$ cat src/rtl/cpu_types_pkg.sv
// Shared CPU datapath types and helpers used by the fetch stage.
package cpu_types_pkg;
  localparam int WORD_W = 32;
  typedef logic [WORD_W-1:0] word_t;

  function automatic word_t word_align(input word_t a);
    return {a[WORD_W-1:2], 2'b00};
  endfunction
endpackage

$ cat src/rtl/fetch_unit_btb.sv
// Direct-mapped branch target buffer: combinational lookup, registered update.
module btb
  import cpu_types_pkg::*;
#(
  parameter int BTB_DEPTH = 16,
  parameter int CTR_W     = 2
) (
  input  logic  CLK,
  input  logic  RST,
  input  word_t lk_pc,
  output logic  lk_hit,
  output logic  lk_taken,
  output word_t lk_target,
  input  logic  up_valid,
  input  word_t up_pc,
  input  logic  up_taken,
  input  word_t up_target
);
  localparam int IDX_W = $clog2(BTB_DEPTH);
  localparam int TAG_W = WORD_W - IDX_W - 2;
  localparam logic [CTR_W-1:0] CTR_MAX  = '1;
  localparam logic [CTR_W-1:0] CTR_WEAK = CTR_W'(1 << (CTR_W - 1));

  typedef struct packed {
    logic             valid;
    logic [TAG_W-1:0] tag;
    word_t            target;
    logic [CTR_W-1:0] ctr;
  } btb_entry_t;

  btb_entry_t [BTB_DEPTH-1:0] mem_q, mem_d;
  logic [IDX_W-1:0] lk_idx, up_idx;
  logic [TAG_W-1:0] up_tag;
  btb_entry_t       lk_ent, up_ent;
  logic             up_hit;
  logic [3:0]       unused_lo;

  assign unused_lo = {lk_pc[1:0], up_pc[1:0]};

  // Lookup reads registered contents only, so a same-cycle update is not bypassed.
  always_comb begin
    lk_idx    = lk_pc[IDX_W+1:2];
    lk_ent    = mem_q[lk_idx];
    lk_hit    = lk_ent.valid && (lk_ent.tag == lk_pc[WORD_W-1:IDX_W+2]);
    lk_taken  = lk_hit && lk_ent.ctr[CTR_W-1];
    lk_target = lk_ent.target;
  end

  always_comb begin
    mem_d  = mem_q;
    up_idx = up_pc[IDX_W+1:2];
    up_tag = up_pc[WORD_W-1:IDX_W+2];
    up_ent = mem_q[up_idx];
    up_hit = up_ent.valid && (up_ent.tag == up_tag);
    if (up_valid) begin
      if (up_hit && up_taken) begin
        if (up_ent.ctr != CTR_MAX) up_ent.ctr = up_ent.ctr + 1'b1;
        up_ent.target = up_target;
      end else if (up_hit) begin
        if (up_ent.ctr != '0) up_ent.ctr = up_ent.ctr - 1'b1;
      end else if (up_taken) begin
        up_ent.valid  = 1'b1;
        up_ent.tag    = up_tag;
        up_ent.target = up_target;
        up_ent.ctr    = CTR_WEAK;
      end
      mem_d[up_idx] = up_ent;
    end
  end

  always_ff @(posedge CLK or posedge RST) begin
    if (RST) mem_q <= '0;
    else     mem_q <= mem_d;
  end
endmodule

$ cat src/rtl/fetch_unit.sv
// Instruction-fetch stage: PC register, BTB-predicted next PC, mispredict redirect, sticky halt.
module fetch_unit
  import cpu_types_pkg::*;
#(
  parameter word_t PC_INIT   = 32'h0,
  parameter int    BTB_DEPTH = 16,
  parameter int    CTR_W     = 2
) (
  input  logic  CLK,
  input  logic  RST,
  input  logic  ihit,
  input  logic  stall,
  input  logic  halt_req,
  input  logic  res_valid,
  input  word_t res_pc,
  input  logic  res_taken,
  input  word_t res_target,
  input  logic  res_mispredict,
  input  word_t res_next_pc,
  output word_t imemaddr,
  output logic  imemREN,
  output logic  pred_taken,
  output word_t pred_target,
  output logic  halt
);
  word_t pc_q, pc_d;
  logic  halt_q, halt_d;
  logic  bt_hit, bt_taken, redirect;
  word_t bt_target;

  btb #(.BTB_DEPTH(BTB_DEPTH), .CTR_W(CTR_W)) u_btb (
    .CLK       (CLK),
    .RST       (RST),
    .lk_pc     (pc_q),
    .lk_hit    (bt_hit),
    .lk_taken  (bt_taken),
    .lk_target (bt_target),
    .up_valid  (res_valid),
    .up_pc     (res_pc),
    .up_taken  (res_taken),
    .up_target (res_target)
  );

  assign imemaddr    = pc_q;
  assign imemREN     = ~halt_q;
  assign halt        = halt_q;
  assign pred_taken  = bt_hit & bt_taken;
  assign pred_target = pred_taken ? bt_target : pc_q + 32'd4;

  // A redirect arriving with the halt request still lands; after that the PC is frozen.
  always_comb begin
    redirect = res_valid && res_mispredict && (!halt_q || halt_req);
    halt_d   = halt_q | halt_req;
    pc_d     = pc_q;
    if (redirect)                      pc_d = word_align(res_next_pc);
    else if (halt_q || stall || !ihit) pc_d = pc_q;
    else                               pc_d = word_align(pred_target);
  end

  always_ff @(posedge CLK or posedge RST) begin
    if (RST) begin
      pc_q   <= word_align(PC_INIT);
      halt_q <= 1'b0;
    end else begin
      pc_q   <= pc_d;
      halt_q <= halt_d;
    end
  end
endmodule

$ cat config.mk
export PLATFORM = sky130hd
export DESIGN_NAME = fetch_unit
export DESIGN_NICKNAME = d
export VERILOG_FILES = /design/src/rtl/cpu_types_pkg.sv /design/src/rtl/fetch_unit_btb.sv /design/src/rtl/fetch_unit.sv
export SDC_FILE = /design/constraint.sdc
export NUM_CORES = 2
export LEC_CHECK = 0
export BUFFER_PORTS_ARGS = -buffer_cell sky130_fd_sc_hd__buf_2
export CORE_MARGIN = 5
export CORE_UTILIZATION = 30
export DETAILED_ROUTE_END_ITERATION = 7
export PLACE_DENSITY = 0.46
export SETUP_SLACK_MARGIN = 0.2
export SYNTH_ARGS = -nofsm -noshare
export SYNTH_HDL_FRONTEND = slang
export SYNTH_HIERARCHICAL = 1
export SYNTH_SLANG_ARGS = --single-unit
export TNS_END_PERCENT = 100
$ cat constraint.sdc
create_clock -name CLK -period 33.6 [get_ports CLK]
set_clock_uncertainty 0.15 [all_clocks]
set_input_delay 3.36 -clock CLK [delete_from_list [all_inputs] [get_ports CLK]]
set_output_delay 3.36 -clock CLK [all_outputs]
set_load 0.1 [all_outputs]
# ---- Yosys cells after proc, flatten, opt, wreduce, memory -nomap -nowiden
# Cells that the tools add are included.
dict set report classes {
  addsub 3
  reduce_logical 13
  muxes 19
  magnitude_cmp 3
  n_eq_ne 4
  shifts 0
  div 0
  n_mul 0
  bitwise_logic 3
}
# operator n
set op_table {}
lappend op_table {{976-bit bitwise mux} 1}
lappend op_table {{61-bit binary-select mux with 4-bit select} 2}
lappend op_table {{61-bit demux with 4-bit select} 1}
lappend op_table {{61-bit 2-to-1 mux} 4}
lappend op_table {{32-bit 2-to-1 mux} 3}
lappend op_table {{34-bit 2-to-1 mux} 2}
lappend op_table {{59-bit 2-to-1 mux} 1}
lappend op_table {{27-bit 2-to-1 mux} 2}
lappend op_table {{26-bit == test} 2}
lappend op_table {{32-bit by 3-bit adder with 32-bit output (second input constant)} 1}
lappend op_table {{4-bit by 5-bit less-than comparator with 1-bit output (second input constant)} 2}
lappend op_table {{1-bit logical AND} 7}
lappend op_table {{2-bit 2-to-1 mux} 3}
lappend op_table {{4-bit by 1-bit greater-or-equal comparator with 1-bit output (second input constant)} 1}
lappend op_table {{2-bit inequality test (second input constant)} 2}
lappend op_table {{1-bit logical OR} 3}
lappend op_table {{2-bit by 1-bit adder with 2-bit output (second input constant)} 1}
lappend op_table {{1-bit logical NOT} 2}
lappend op_table {{2-bit nonzero test} 1}
lappend op_table {{2-bit by 1-bit subtractor with 2-bit output (second input constant)} 1}
lappend op_table {{1-bit AND} 1}
lappend op_table {{1-bit NOT} 1}
lappend op_table {{1-bit bitwise OR} 1}
dict set report totals {
  romBits 0
  mem_count 0
  wordCells 111
  latch_bits 0
  ff_bits 1009
  output_inout_bits 67
  ramBits 0
}

# ---- Depth between registers and ports, before layout
dict set report logic_depth {
  depth_word 9
  depth_mapped 19
  depth_no_buf 15
}

# ---- Modules after synthesis
# Netlist, hierarchy kept.
# mod area_each_um2 cells_each n_inst seq_area_each_um2
set modules_own_cells {}
lappend modules_own_cells {btb 54056.8 4817 1 24423.4}
lappend modules_own_cells {fetch_unit 2575.0 321 1 775.7}

# ---- Worst setup path before layout
# No wires, ideal clock.
dict set report synth_timing {
  path_type {reg2out}
  from {register pc_q[2] (netlist: imemaddr[2])}
  to {output port pred_target[11]}
  t_required_ns 30.090
  setup_slack_ns 23.267
  path_buffers 5
  path_stages_with_launch 16
  t_arrival_ns 6.823
  cell_sequence {dfrtp_1 > clkbuf_1 > clkbuf_1 > buf_1 > mux4_2 > mux4_2 > xnor2_1 > nand4_1 > nor4_1 > and2_1 > nand2_1 > inv_1 > clkbuf_1 > buf_1 > nand2_1 > o21ai_0}
}
dict set report synth_between {
  elab_chain_cells 7
}
# item line_no
set synth_lines {}
lappend synth_lines {{start: declaration} fetch_unit.sv:26} ;# word_t pc_q, pc_d;
lappend synth_lines {{start signal: assignment} fetch_unit.sv:62} ;# pc_q <= word_align(PC_INIT);
lappend synth_lines {{start signal: assignment} fetch_unit.sv:65} ;# pc_q <= pc_d;
lappend synth_lines {{61-bit binary-select mux with 4-bit select *} fetch_unit_btb.sv:43} ;# lk_ent = mem_q[lk_idx];
lappend synth_lines {{61-bit 2-to-1 mux (not written as such) *} fetch_unit_btb.sv:43}
lappend synth_lines {{26-bit == test} fetch_unit_btb.sv:44} ;# lk_hit = lk_ent.valid && (lk_ent.tag == lk_pc[WORD_W-1:IDX_W+2]);
lappend synth_lines {{1-bit logical AND *} fetch_unit_btb.sv:44}
lappend synth_lines {{net bt_hit} fetch_unit.sv:28} ;# logic bt_hit, bt_taken, redirect;
lappend synth_lines {{1-bit logical AND *} fetch_unit_btb.sv:45} ;# lk_taken = lk_hit && lk_ent.ctr[CTR_W-1];
lappend synth_lines {{net bt_taken} fetch_unit.sv:28}
lappend synth_lines {{1-bit AND *} fetch_unit.sv:47} ;# assign pred_taken = bt_hit & bt_taken;
lappend synth_lines {{net pred_taken} fetch_unit.sv:22} ;# output logic pred_taken,
lappend synth_lines {{32-bit 2-to-1 mux *} fetch_unit.sv:48} ;# assign pred_target = pred_taken ? bt_target : pc_q + 32'd4;
lappend synth_lines {{end: declaration} fetch_unit.sv:23} ;# output word_t pred_target,
# Mark *: on every way through the listed nets, which the timed path passes. The rest lies on a longest branch. The select of a mux whose other input is x is not followed.

# ---- Final worst setup path
dict set report layout_timing {
  from {register pc_q[2] (netlist: imemaddr[2])}
  to {output port pred_target[19]}
}
dict set report layout_between {
  elab_chain_cells 7
}
# item line_no
set layout_lines {}
lappend layout_lines {{61-bit binary-select mux with 4-bit select *} fetch_unit_btb.sv:43}
lappend layout_lines {{61-bit 2-to-1 mux (not written as such) *} fetch_unit_btb.sv:43}
lappend layout_lines {{26-bit == test} fetch_unit_btb.sv:44}
lappend layout_lines {{1-bit logical AND *} fetch_unit_btb.sv:44}
lappend layout_lines {{net bt_hit} fetch_unit.sv:28}
lappend layout_lines {{1-bit logical AND *} fetch_unit_btb.sv:45}
lappend layout_lines {{net bt_taken} fetch_unit.sv:28}
lappend layout_lines {{1-bit AND *} fetch_unit.sv:47}
lappend layout_lines {{32-bit 2-to-1 mux *} fetch_unit.sv:48}
# Marked as above.

==> flow_metrics.env <==
export IMPL_status="complete, no violations"
export IMPL_ios=171
export IMPL_clock_path_buffers=3
export IMPL_dieWidth_um=444.5
export IMPL_antenna_found_initial=19
export IMPL_die_h_um=444.5
export IMPL_htree_levels=3
export IMPL_synthAdderAreaFrac_pct=0.05744
export IMPL_synth_compound_area_share_pct=13.65
export IMPL_cts_root_buf="clkbuf_16"
export IMPL_grt_ovfl_total=0
export IMPL_fin_nets=5097
export IMPL_synth_distinct_cells=81
export IMPL_yosysSeqAreaShare_pct=44.50
export IMPL_fmax_ghz=0.08540
export IMPL_postCtsHoldBufs=0
export IMPL_grtUsageTotal_pct=20.48
export IMPL_cp_num_buf_inv=6
export IMPL_start_util_pct=30.16
export IMPL_slew_viol_final=0
export IMPL_startpoint_type="flop"
export IMPL_cp_slowest_stage_delay_ns=0.92
export IMPL_syn_area_sq_mm=0.05663
export IMPL_p_leak_nw=24.83
export IMPL_core_sq_mm=0.1878
export IMPL_irDropWorstVdd_v=0.00004428
export IMPL_first_global_vias=41960
export IMPL_synth_cells=5138
export IMPL_rsz0062_at_grt="no"
export IMPL_cts_setup_buffers=0
export IMPL_fin_crit_ns=11.71
export IMPL_num_vias=42109
export IMPL_drive_gt1_share_pct=22.49
export IMPL_synth_xor_area_share_pct=1.175
export IMPL_yosysWarnings=6
export IMPL_numCtsBuffers=115
export IMPL_synthSimpleGateAreaFrac_pct=8.862
export IMPL_tns_ns=0
export IMPL_drt_pre_antenna_iters=7
export IMPL_insertion_delay_ns=0.75
export IMPL_clk_pin_slew_ns=0.07
export IMPL_dieArea_sq_mm=0.1976
export IMPL_gp_congestion=0.8312
export IMPL_cts_tree="yes"
export IMPL_post_cts_resized=0
export IMPL_synth_edf_count=0
export IMPL_crit_type="reg -> out"
export IMPL_end_kind="output port"
export IMPL_hold_class="reg -> reg"
export IMPL_hpwl_um=123200
export IMPL_synth_top_family_by_area="multiplexers"
export IMPL_portBuffers=164
export IMPL_drc_errors=0
export IMPL_cp_max_fo=40
export IMPL_synth_seq_cells=1007
export IMPL_grt_max_degree=158
export IMPL_crit_path_cell_trace="buf_4 -> buf_4 -> mux4_2 -> mux4_2 -> xnor2_1 -> nand4_1 -> nor2_1 -> nand3_1 -> nor4_2 -> buf_4 -> and2_1 -> nand2_2 -> buf_4 -> inv_1 -> or4_1 -> mux2_2 -> nand3_1 -> buf_2"
export IMPL_synthToLayoutAreaGrowth_pct=11.69
export IMPL_viasPerCell=5.550
export IMPL_routedWlPerCell_um=27.04
export IMPL_critPathTopFamily="buffers and inverters"
export IMPL_crit_top_cell="buf_4"
export IMPL_hold_viol_final=0
export IMPL_syn_avg_cell_area_sq_um=11.02
export IMPL_slew_headroom_pct=15.32
export IMPL_synth_mux_area_share_pct=27.58
export IMPL_maxCapViolations=0
export IMPL_wirelength_um=205200
export IMPL_required_ns=30.09
export IMPL_arrival_ns=8.20
export IMPL_p_total_mw=4.437
export IMPL_drtAntennaViolNets=0
export IMPL_post_route_period_util_pct=34.85
export IMPL_grt_pass1_wl_um=303000
export IMPL_first_iter_violations=3476
export IMPL_num_rows=159
export IMPL_synth_main_ff_cell="dfrtp_1"
export IMPL_p_per_area_mw_per_mm2=70.14
export IMPL_synth_async_reset_ratio_pct=100.0
export IMPL_cts_sinks=1007
export IMPL_tightestPinTransition_ns=1.266
export IMPL_finalSetupViolations=0
export IMPL_critPathSlowestCell="dfrtp_4"
## worst min-delay path, cell delays in order, from the launching register on
cell and delay (ns):
dfrtp_1 0.34, nand2_1 0.05, o21ai_0 0.06
## worst paths after layout
path                                                   start                            to  slack [ns]  depth (start not counted)
worst max-delay path                 imemaddr[2]$_DFFE_PP0P_               pred_target[19]       21.89                         18
worst min-delay path            u_btb/mem_q[793]$_DFFE_PP0P_  u_btb/mem_q[793]$_DFFE_PP0P_        0.33                          2
worst max register to register       imemaddr[2]$_DFFE_PP0P_       imemaddr[5]$_DFFE_PP0P_       26.05                         16
worst min register to register  u_btb/mem_q[793]$_DFFE_PP0P_  u_btb/mem_q[793]$_DFFE_PP0P_        0.33                          2
max in group asynchronous                                RST  u_btb/mem_q[800]$_DFFE_PP0P_       27.61                          5
min in group asynchronous                                RST  u_btb/mem_q[332]$_DFFE_PP0P_        2.58                          2
## through the flow
step | hold slack (ns) | std cells | area (sq um) | util [%] | worst slack [ns]
3_5_place_dp | 0.3193 | 7370 | 59320 | 31.59 | 22.61
6_report | 0.3307 | 7587 | 63250 | 33.68 | 21.89
2_1_floorplan | 0.2946 | 5139 | 56640 | - | 2.634
5_1_grt | 0.3579 | 7582 | 63240 | 33.67 | 21.47
4_1_cts | 0.3324 | 7578 | 63230 | 33.67 | 21.75
3_3_place_gp | 0.3074 | 7370 | 59320 | 31.59 | 22.63
## sequential cells by signal, summed over array words and instances, names as in the netlist
signal       flops
halt             1
imemaddr        30
u_btb/mem_q    976
## where the power goes
group	total (mW)	switching (mW)	internal (mW)	leakage [nW]
Combinational	1.33	0.726	0.603	10.5
Sequential	1.79	0.262	1.53	12.4
Clock	1.31	0.537	0.777	1.92
## synthesized netlist by cell type, drive strengths merged, types with 4 or more instances
library cell / count / share of area, %
nand4: 14 / 0.17
nor4: 13 / 0.23
a22oi: 38 / 0.50
a2111o: 5 / 0.099
mux2i: 289 / 5.2
clkbuf: 352 / 2.4
xor2: 25 / 0.39
and2: 7 / 0.077
o32ai: 4 / 0.062
nor2b: 24 / 0.27
and4: 4 / 0.062
mux2: 47 / 0.93
o21ai: 789 / 7.0
or3: 5 / 0.055
inv: 20 / 0.13
a221oi: 5 / 0.077
a31oi: 6 / 0.066
nor3: 32 / 0.32
nand3: 25 / 0.23
o22ai: 6 / 0.066
a21oi: 508 / 4.8
and3: 15 / 0.17
nor2: 223 / 1.5
nand2b: 23 / 0.25
or2: 5 / 0.055
a211oi: 7 / 0.093
a222oi: 4 / 0.071
o211ai: 10 / 0.13
mux4: 539 / 21
buf: 169 / 1.7
a221o: 13 / 0.23
or4: 4 / 0.053
dfrtp: 1007 / 44
xnor2: 51 / 0.79
nand2: 803 / 5.3
o31ai: 4 / 0.053
## cells by family after synthesis
| kind of cell | Yosys count |
|---|---|
| buffers and inverters | 541 |
| AOI/OAI and AO/OA | 1429 |
| muxes | 875 |
| other | 1 |
| adders and majority gates | 3 |
| and+or+nand+nor | 1206 |
| xor gates and xnor gates | 76 |
| DFF | 1007 |
## layer usage
| metal | global-route usage [%] | wire, um | vias up |
|---|---|---|---|
| li1 | - | - | 18610 |
| met4 | 5.782 | 6138 | 4 |
| met1 | 28.33 | 90190 | 22045 |
| met3 | 2.985 | 10180 | 297 |
| met2 | 33.65 | 98660 | 1153 |
| met5 | 0 | 27 | - |
## layout by cell type, fill, tap and decap left out, types with 16 or more instances in the layout
| cell type | count |
|---|---|
| clkbuf_8 | 26 |
| nand2b_1 | 23 |
| clkbuf_1 | 25 |
| mux2i_1 | 273 |
| inv_1 | 17 |
| clkbuf_16 | 117 |
| mux2_2 | 47 |
| nand3_1 | 24 |
| o21ai_0 | 787 |
| xor2_1 | 25 |
| mux2i_2 | 16 |
| buf_2 | 160 |
| dfrtp_1 | 1003 |
| nor2_1 | 209 |
| buf_4 | 89 |
| nor3_1 | 24 |
| mux4_2 | 539 |
| nand2_1 | 791 |
| xnor2_1 | 51 |
| a21oi_2 | 41 |
| a21oi_1 | 467 |
| clkinv_2 | 21 |
| a22oi_1 | 38 |
| nor2b_1 | 22 |
## layout make-up
cell class,instances,area [sq um]
clock inverters,40,529.3
flip-flops and latches,1007,25210
fillers,18867,124500
diodes,9,22.52
clock buffers,168,3379
well taps,2495,3122
repair buffers,257,1602
inverters,20,87.58
multi-input cells,3591,29300
Power figures use the tool's default switching activity.
